$ cat src/rtl/sync_fifo_bram.sv
// Synchronous FIFO with block-RAM storage (synchronous read), in standard
// (1-cycle read latency) or first-word-fall-through mode.
module sync_fifo_bram #(
  parameter int ADDR_WIDTH = 3,
  parameter int DATA_WIDTH = 8,
  parameter int FWFT       = 0,
  parameter int AF_LEVEL   = (1 << ADDR_WIDTH) - 1,
  parameter int AE_LEVEL   = 1
) (
  input  logic                  clk,
  input  logic                  reset,
  input  logic                  wr_en,
  input  logic [DATA_WIDTH-1:0] w_data,
  input  logic                  rd_en,
  output logic [DATA_WIDTH-1:0] r_data,
  output logic                  full,
  output logic                  empty,
  output logic                  almost_full,
  output logic                  almost_empty,
  output logic [ADDR_WIDTH+1:0] count,
  output logic                  overflow,
  output logic                  underflow
);

  localparam int DEPTH = 1 << ADDR_WIDTH;
  localparam int CW    = ADDR_WIDTH + 2;
  localparam int CAP   = (FWFT != 0) ? DEPTH + 1 : DEPTH;
  localparam logic [CW-1:0] CAP_C = CW'(CAP);
  localparam logic [CW-1:0] AF_C  = CW'(AF_LEVEL);
  localparam logic [CW-1:0] AE_C  = CW'(AE_LEVEL);

  logic [DATA_WIDTH-1:0] mem [DEPTH];
  logic [ADDR_WIDTH-1:0] wr_ptr;
  logic [ADDR_WIDTH-1:0] rd_ptr;
  logic                  out_valid;
  logic                  wr_acc;
  logic                  rd_acc;
  logic                  mem_rd;
  logic [CW-1:0]         mem_count;

  // In FWFT mode count includes the output register, so the memory holds
  // count - out_valid words; the memory is read whenever the head slot frees up.
  always_comb begin
    full         = (count == CAP_C);
    empty        = (FWFT != 0) ? !out_valid : (count == '0);
    almost_full  = (count >= AF_C);
    almost_empty = (count <= AE_C);
    rd_acc       = rd_en && !empty;
    wr_acc       = wr_en && (!full || rd_acc);
    mem_count    = count - CW'(out_valid);
    if (FWFT != 0)
      mem_rd = (mem_count != '0) && (!out_valid || rd_acc);
    else
      mem_rd = rd_acc;
  end

  // Storage kept free of reset so it maps onto block RAM.
  always_ff @(posedge clk) begin
    if (wr_acc && !reset)
      mem[wr_ptr] <= w_data;
  end

  always_ff @(posedge clk) begin
    if (reset) begin
      wr_ptr    <= '0;
      rd_ptr    <= '0;
      count     <= '0;
      out_valid <= 1'b0;
      r_data    <= '0;
      overflow  <= 1'b0;
      underflow <= 1'b0;
    end else begin
      if (wr_acc)
        wr_ptr <= wr_ptr + ADDR_WIDTH'(1);
      if (mem_rd) begin
        r_data <= mem[rd_ptr];
        rd_ptr <= rd_ptr + ADDR_WIDTH'(1);
      end
      if (wr_acc && !rd_acc)
        count <= count + CW'(1);
      else if (rd_acc && !wr_acc)
        count <= count - CW'(1);
      if (FWFT != 0) begin
        if (mem_rd)
          out_valid <= 1'b1;
        else if (rd_acc)
          out_valid <= 1'b0;
      end
      overflow  <= wr_en && !wr_acc;
      underflow <= rd_en && empty;
    end
  end

endmodule

$ cat config.mk
export PLATFORM = sky130hd
export DESIGN_NAME = sync_fifo_bram
export DESIGN_NICKNAME = d
export VERILOG_FILES = /design/src/rtl/sync_fifo_bram.sv
export SDC_FILE = /design/constraint.sdc
export NUM_CORES = 1
export LEC_CHECK = 0
export CELL_PAD_IN_SITES_DETAIL_PLACEMENT = 1
export CELL_PAD_IN_SITES_GLOBAL_PLACEMENT = 1
export CORE_UTILIZATION = 51
export CTS_CLUSTER_DIAMETER = 80
export DETAILED_ROUTE_END_ITERATION = 6
export PLACE_DENSITY = 0.94
export SYNTH_ARGS = -nofsm -noshare
export SYNTH_HDL_FRONTEND = slang
export SYNTH_SLANG_ARGS = --single-unit
$ cat constraint.sdc
create_clock -name clk -period 4 [get_ports clk]
set_input_delay 1 -clock clk [delete_from_list [all_inputs] [get_ports clk]]
set_output_delay 1 -clock clk [all_outputs]
set_load 0.01 [all_outputs]
-- Word-level counts from Yosys, hierarchy flattened
Memories as Yosys holds them, arrays and structs flattened. A register that Yosys moved wholly into a read port is not among the register bits.
Cells that the tools add are included.
- flip-flop bits (word level): 13
- RAM bits: 64
- bits of input ports: 12
- memories: 1
- add/sub/neg operators: 4
- $lt $le $gt $ge: 2
- eq/ne operators: 1
- mux-type cells: 4
- reduce and logical (&&, ||, !) cells: 15
- memory list (name ; words ; bits a word ; read ports ; clocked after memory_dff ; wr ports ; RTL line ; source):
    mem ; 8 ; 8 ; 1 ; 1 ; 1 ; 32 ; logic [DATA_WIDTH-1:0] mem [DEPTH];
- operators by type and width (operator ; number):
    two-way mux 5 bit ; 2
    logical AND 1 bit ; 7
    adder 3 x 1 -> 3 bit (second input constant) ; 2
    adder 5 x 1 -> 5 bit (second input constant) ; 1
    == test 5 x 4 -> 1 bit (second input constant) ; 1
    greater-or-equal comparator 5 x 3 -> 1 bit (second input constant) ; 1
    <= comparator 5 x 1 -> 1 bit (second input constant) ; 1
    zero test 1 bit ; 5
    zero test 5 bit ; 1
    subtractor 5 x 1 -> 5 bit (second input constant) ; 1
    two-way mux 1 bit ; 2
    nonzero test 2 bit ; 1
    logical OR 1 bit ; 1

-- Longest topological paths before layout
- word-level depth: 9
- gate-level depth with buffers: 11
- depth with buffers taken out: 10

-- Worst setup path after synthesis
Ideal clock, no wire load.
- kind: input-to-reg
- start: in rd_en
- end: reg count[4]
- library setup time: 0.128 ns
- data arrival time: 2.801 ns
- data required time: 3.872 ns
- setup slack: 1.072 ns
- stages on the path: 8
- path through: clkbuf_1 -> o21ai_2 -> inv_1 -> ha_1 -> or4b_2 -> a21oi_1 -> xnor2_1 -> nor2_1
- cells in the longest elaborated chain, start to end: 6
- elaborated cells on any way between the ends: 9
- RTL lines (element ; RTL line ; source):
    start: declaration ; 14 ; input logic rd_en,
    logical AND 1 bit * ; 48 ; rd_acc = rd_en && !empty;
    logical OR 1 bit ; 49 ; wr_acc = wr_en && (!full || rd_acc);
    logical AND 1 bit ; 49 ;
    zero test 1 bit ; 81 ; else if (rd_acc && !wr_acc)
    logical AND 1 bit ; 81 ;
    nonzero test 2 bit (no source line) ; n/a ;
    end signal: assignment ; 80 ; count <= count + CW'(1);
    end signal: assignment ; 82 ; count <= count - CW'(1);
    end: declaration ; 20 ; output logic [ADDR_WIDTH+1:0] count,
Every way passes the cells marked *; elsewhere a longest branch is shown, timed or not.
A chain may end at the register's enable or synchronous reset.

-- Final worst setup path
- start: reg count[0]
- end: out empty
- cells in the longest elaborated chain, start to end: 1
- RTL lines (element ; RTL line ; source):
    zero test 5 bit ; 45 ; empty = (FWFT != 0) ? !out_valid : (count == '0);
    end: declaration ; 17 ; output logic empty,
Every way passes these cells.

==> flow_metrics.env <==
export IMPL_min_to="r_data[0]"
export IMPL_multi_input_area_um2=965
export IMPL_max_clock_freq_ghz=0.300
export IMPL_wl_per_cell_um=22.6
export IMPL_path_clk_slew_ns=0.08
export IMPL_hpwl_um=5180
export IMPL_port_buffers=30
export IMPL_power_density_mw_per_mm2=626
export IMPL_combPwrFrac_pct=31.4
export IMPL_drt_initial_drc_count=139
export IMPL_async_reset_ff_share_pct=0
export IMPL_die_h_um=83.6
export IMPL_coreArea_mm2=0.00639
export IMPL_antenna_found_initial=0
export IMPL_synth_ff_type="edfxtp_1"
export IMPL_yosys_warnings=0
export IMPL_p_seq_share_pct=46.9
export IMPL_r2r_slack_ns=0.91
export IMPL_grt_first_pass_wirelength_um=11800
export IMPL_total_power_mw=2.49
export IMPL_clockPowerShare_pct=21.8
export IMPL_drt_wl_total_um=7520
export IMPL_skew_ns=0.00832
export IMPL_min_period_ns=3.33
export IMPL_r2r_start="count[0]"
export IMPL_synth_edf_count=64
export IMPL_ant_nets=0
export IMPL_clock_latency_ns=0.35
export IMPL_reg2reg_depth=10
export IMPL_overflow=0
export IMPL_die_x_um=83.6
export IMPL_min_path_cells=2
export IMPL_startpoint_type="flop"
export IMPL_fin_setup_tns_ns=0
export IMPL_dr_pass1_iters=4
export IMPL_regArea_mm2=0.00234
export IMPL_cp_required_ns=3.00
export IMPL_vias=1969
export IMPL_drc=0
export IMPL_drive_gt1_share_pct=18.4
export IMPL_clock_path_buffers=2
export IMPL_rsz0062_at_grt="false"
export IMPL_dpl_worst_slack_ns=0.378
export IMPL_power_leakage_nw=1.33
export IMPL_fin_ws_ns=0.667
export IMPL_p_sw_mw=0.809
export IMPL_netlist_instances=211
export IMPL_min_from="r_data[0]"
export IMPL_vias_per_cell=5.91
export IMPL_syn_area_mm2=0.00340
export IMPL_antennaDiodeCount=0
export IMPL_nFillCells=588
export IMPL_p_sw_share_pct=32.5
export IMPL_nets=270
export IMPL_synth_seq_cells=85
export IMPL_setup_viol=0
export IMPL_cts_tree="yes"
export IMPL_r2r_end="count[4]"
export IMPL_fp_row_count=29
export IMPL_worst_pin_slew_ns=1.03
export IMPL_post_cts_resized=0
export IMPL_grt_total_usage_pct=23.5
export IMPL_whs_ns=0.497
export IMPL_syn_nets=230
export IMPL_gp_congestion=0.696
export IMPL_syn2layout_area_growth_pct=17.1
export IMPL_utilization_pct=62.3
export IMPL_max_slew_margin_pct=31.4
export IMPL_grt_max_degree=25
export IMPL_io_pins=31
export IMPL_p_int_mw=1.68
export IMPL_clock_sinks=85
export IMPL_die_area_mm2=0.00699
export IMPL_cts_root_buf="clkbuf_8"
export IMPL_ctsHoldBuffers=0
export IMPL_seq_area_frac_synth_pct=69.0
export IMPL_path_class="reg2out"
export IMPL_final_hold_viol_count=0
export IMPL_drv_cap=0
export IMPL_cts_made_buffers=9
export IMPL_hp_class="reg2reg"
export IMPL_start_util_pct=53.2
export IMPL_vdd_drop_max_mv=0.429
export IMPL_crit_arrival_ns=2.33
export IMPL_cts_setup_buffers=0
export IMPL_endpoint_kind="output pin"
export IMPL_fin_crit_sh_pct=83.3
export IMPL_status="complete, no violations"
export IMPL_ys_types=39
export IMPL_grt_pass1_vias=2084
export IMPL_drv_slew=0
export IMPL_htreeDepth=3
export IMPL_crit_fanout=8
export IMPL_syn_avg_cell_area_um2=16.1
-- worst max path at each step --
stage | start | endpoint
2_1_floorplan | rd_en | count[4]
3_3_place_gp | rd_en | count[4]
3_5_place_dp | rd_en | count[4]
4_1_cts | count[0] | empty
5_1_grt | count[0] | empty
6_report | count[0] | empty
-- worst max-delay path, cell delays in order (launching register included) --
cell and delay [ns]:
dfxtp_1 0.42, inv_1 0.14, ha_1 0.19, or4b_1 0.59, inv_1 0.11, clkdlybuf4s50_1 0.54
-- cell families (layout without fill, tap and decap cells) --
group	after synthesis	after routing	synth area share, %
AOI/OAI and AO/OA	20	20	3.61
xor gates and xnor gates	8	8	2.28
DFF	85	85	69.0
and+or+nand+nor	56	56	9.02
adders and majority gates	7	7	2.58
muxes	17	17	10.9
buffers and inverters	18	63	2.65
-- per-layer routing --
metal  vias to the layer above  part of all wire [%]  global-route usage (%)  wire, um
li1                        898                     -                       -         -
met1                      1026                    41                    30.1      3120
met2                        36                    54                    39.8      4040
met3                         9                   3.7                    4.45       282
met4                         0                   1.1                    9.24        80
met5                         -                     0                       0         0
-- power by group through the flow --
stage | combinational [mW] | sequential, mW | clock (mW)
6_report | 0.781 | 1.17 | 0.542
5_1_grt | 0.842 | 1.19 | 0.587
4_1_cts | 0.790 | 1.17 | 0.555
3_5_place_dp | 0.784 | 1.19 | 0
3_3_place_gp | 0.735 | 1.18 | 0
2_1_floorplan | 0.536 | 1.13 | 0
-- cell type report --
| type | count | share of cell area (%) |
|---|---|---|
| Tap cell | 77 | 2.42 |
| Clock buffer | 9 | 3.11 |
| Multi-Input combinational cell | 108 | 24.2 |
| Timing Repair Buffer | 40 | 9.43 |
| Sequential cell | 85 | 58.9 |
| Inverter | 7 | 0.660 |
| Clock inverter | 7 | 1.26 |
-- registers in the layout, indices dropped and copies added (netlist names) --
| register | cells |
|---|---|
| count | 5 |
| mem | 64 |
| rd_ptr | 3 |
| wr_ptr | 3 |
| underflow | 1 |
| overflow | 1 |
| r_data | 8 |
-- synthesized netlist by cell type (3+ instances only) --
library cell,number,area share [%]
inv_1,6,0.66
nand2_1,6,0.66
mux4_2,16,11
edfxtp_1,64,57
a21oi_1,7,1.0
o22ai_1,8,1.5
clkbuf_1,5,0.55
nor3_1,11,1.6
dfxtp_1,21,12
xnor2_1,3,0.77
ha_1,7,2.6
nor4_1,4,0.74
nor2_1,18,2.0
xor2_1,4,1.0
-- layout by cell type, fill, tap and decap left out, types with 2 or more instances in the layout --
cell type,Yosys,layout
nor4b_1,2,2
nand2_1,6,6
nand2b_1,2,2
clkinvlp_4,0,2
inv_6,0,2
nor3_1,11,11
or3_1,2,2
nor4_1,4,4
xnor2_1,3,3
inv_1,6,6
ha_1,7,7
nor2_1,18,18
buf_4,1,10
clkinv_1,1,2
edfxtp_1,64,64
dfxtp_1,21,21
xor2_1,4,4
mux4_2,16,16
clkdlybuf4s50_1,0,30
clkbuf_8,0,9
o22ai_1,8,8
nand4_1,2,2
a21oi_1,7,7
-- metrics by stage --
| stage | instances | area [um^2] |
|---|---|---|
| after CTS | 333 | 3980 |
| after detailed placement | 317 | 3800 |
| after global placement | 317 | 3800 |
| after global routing | 333 | 3980 |
| final | 333 | 3980 |
| after floorplan | 211 | 3400 |
Power figures use the tool's default switching activity.
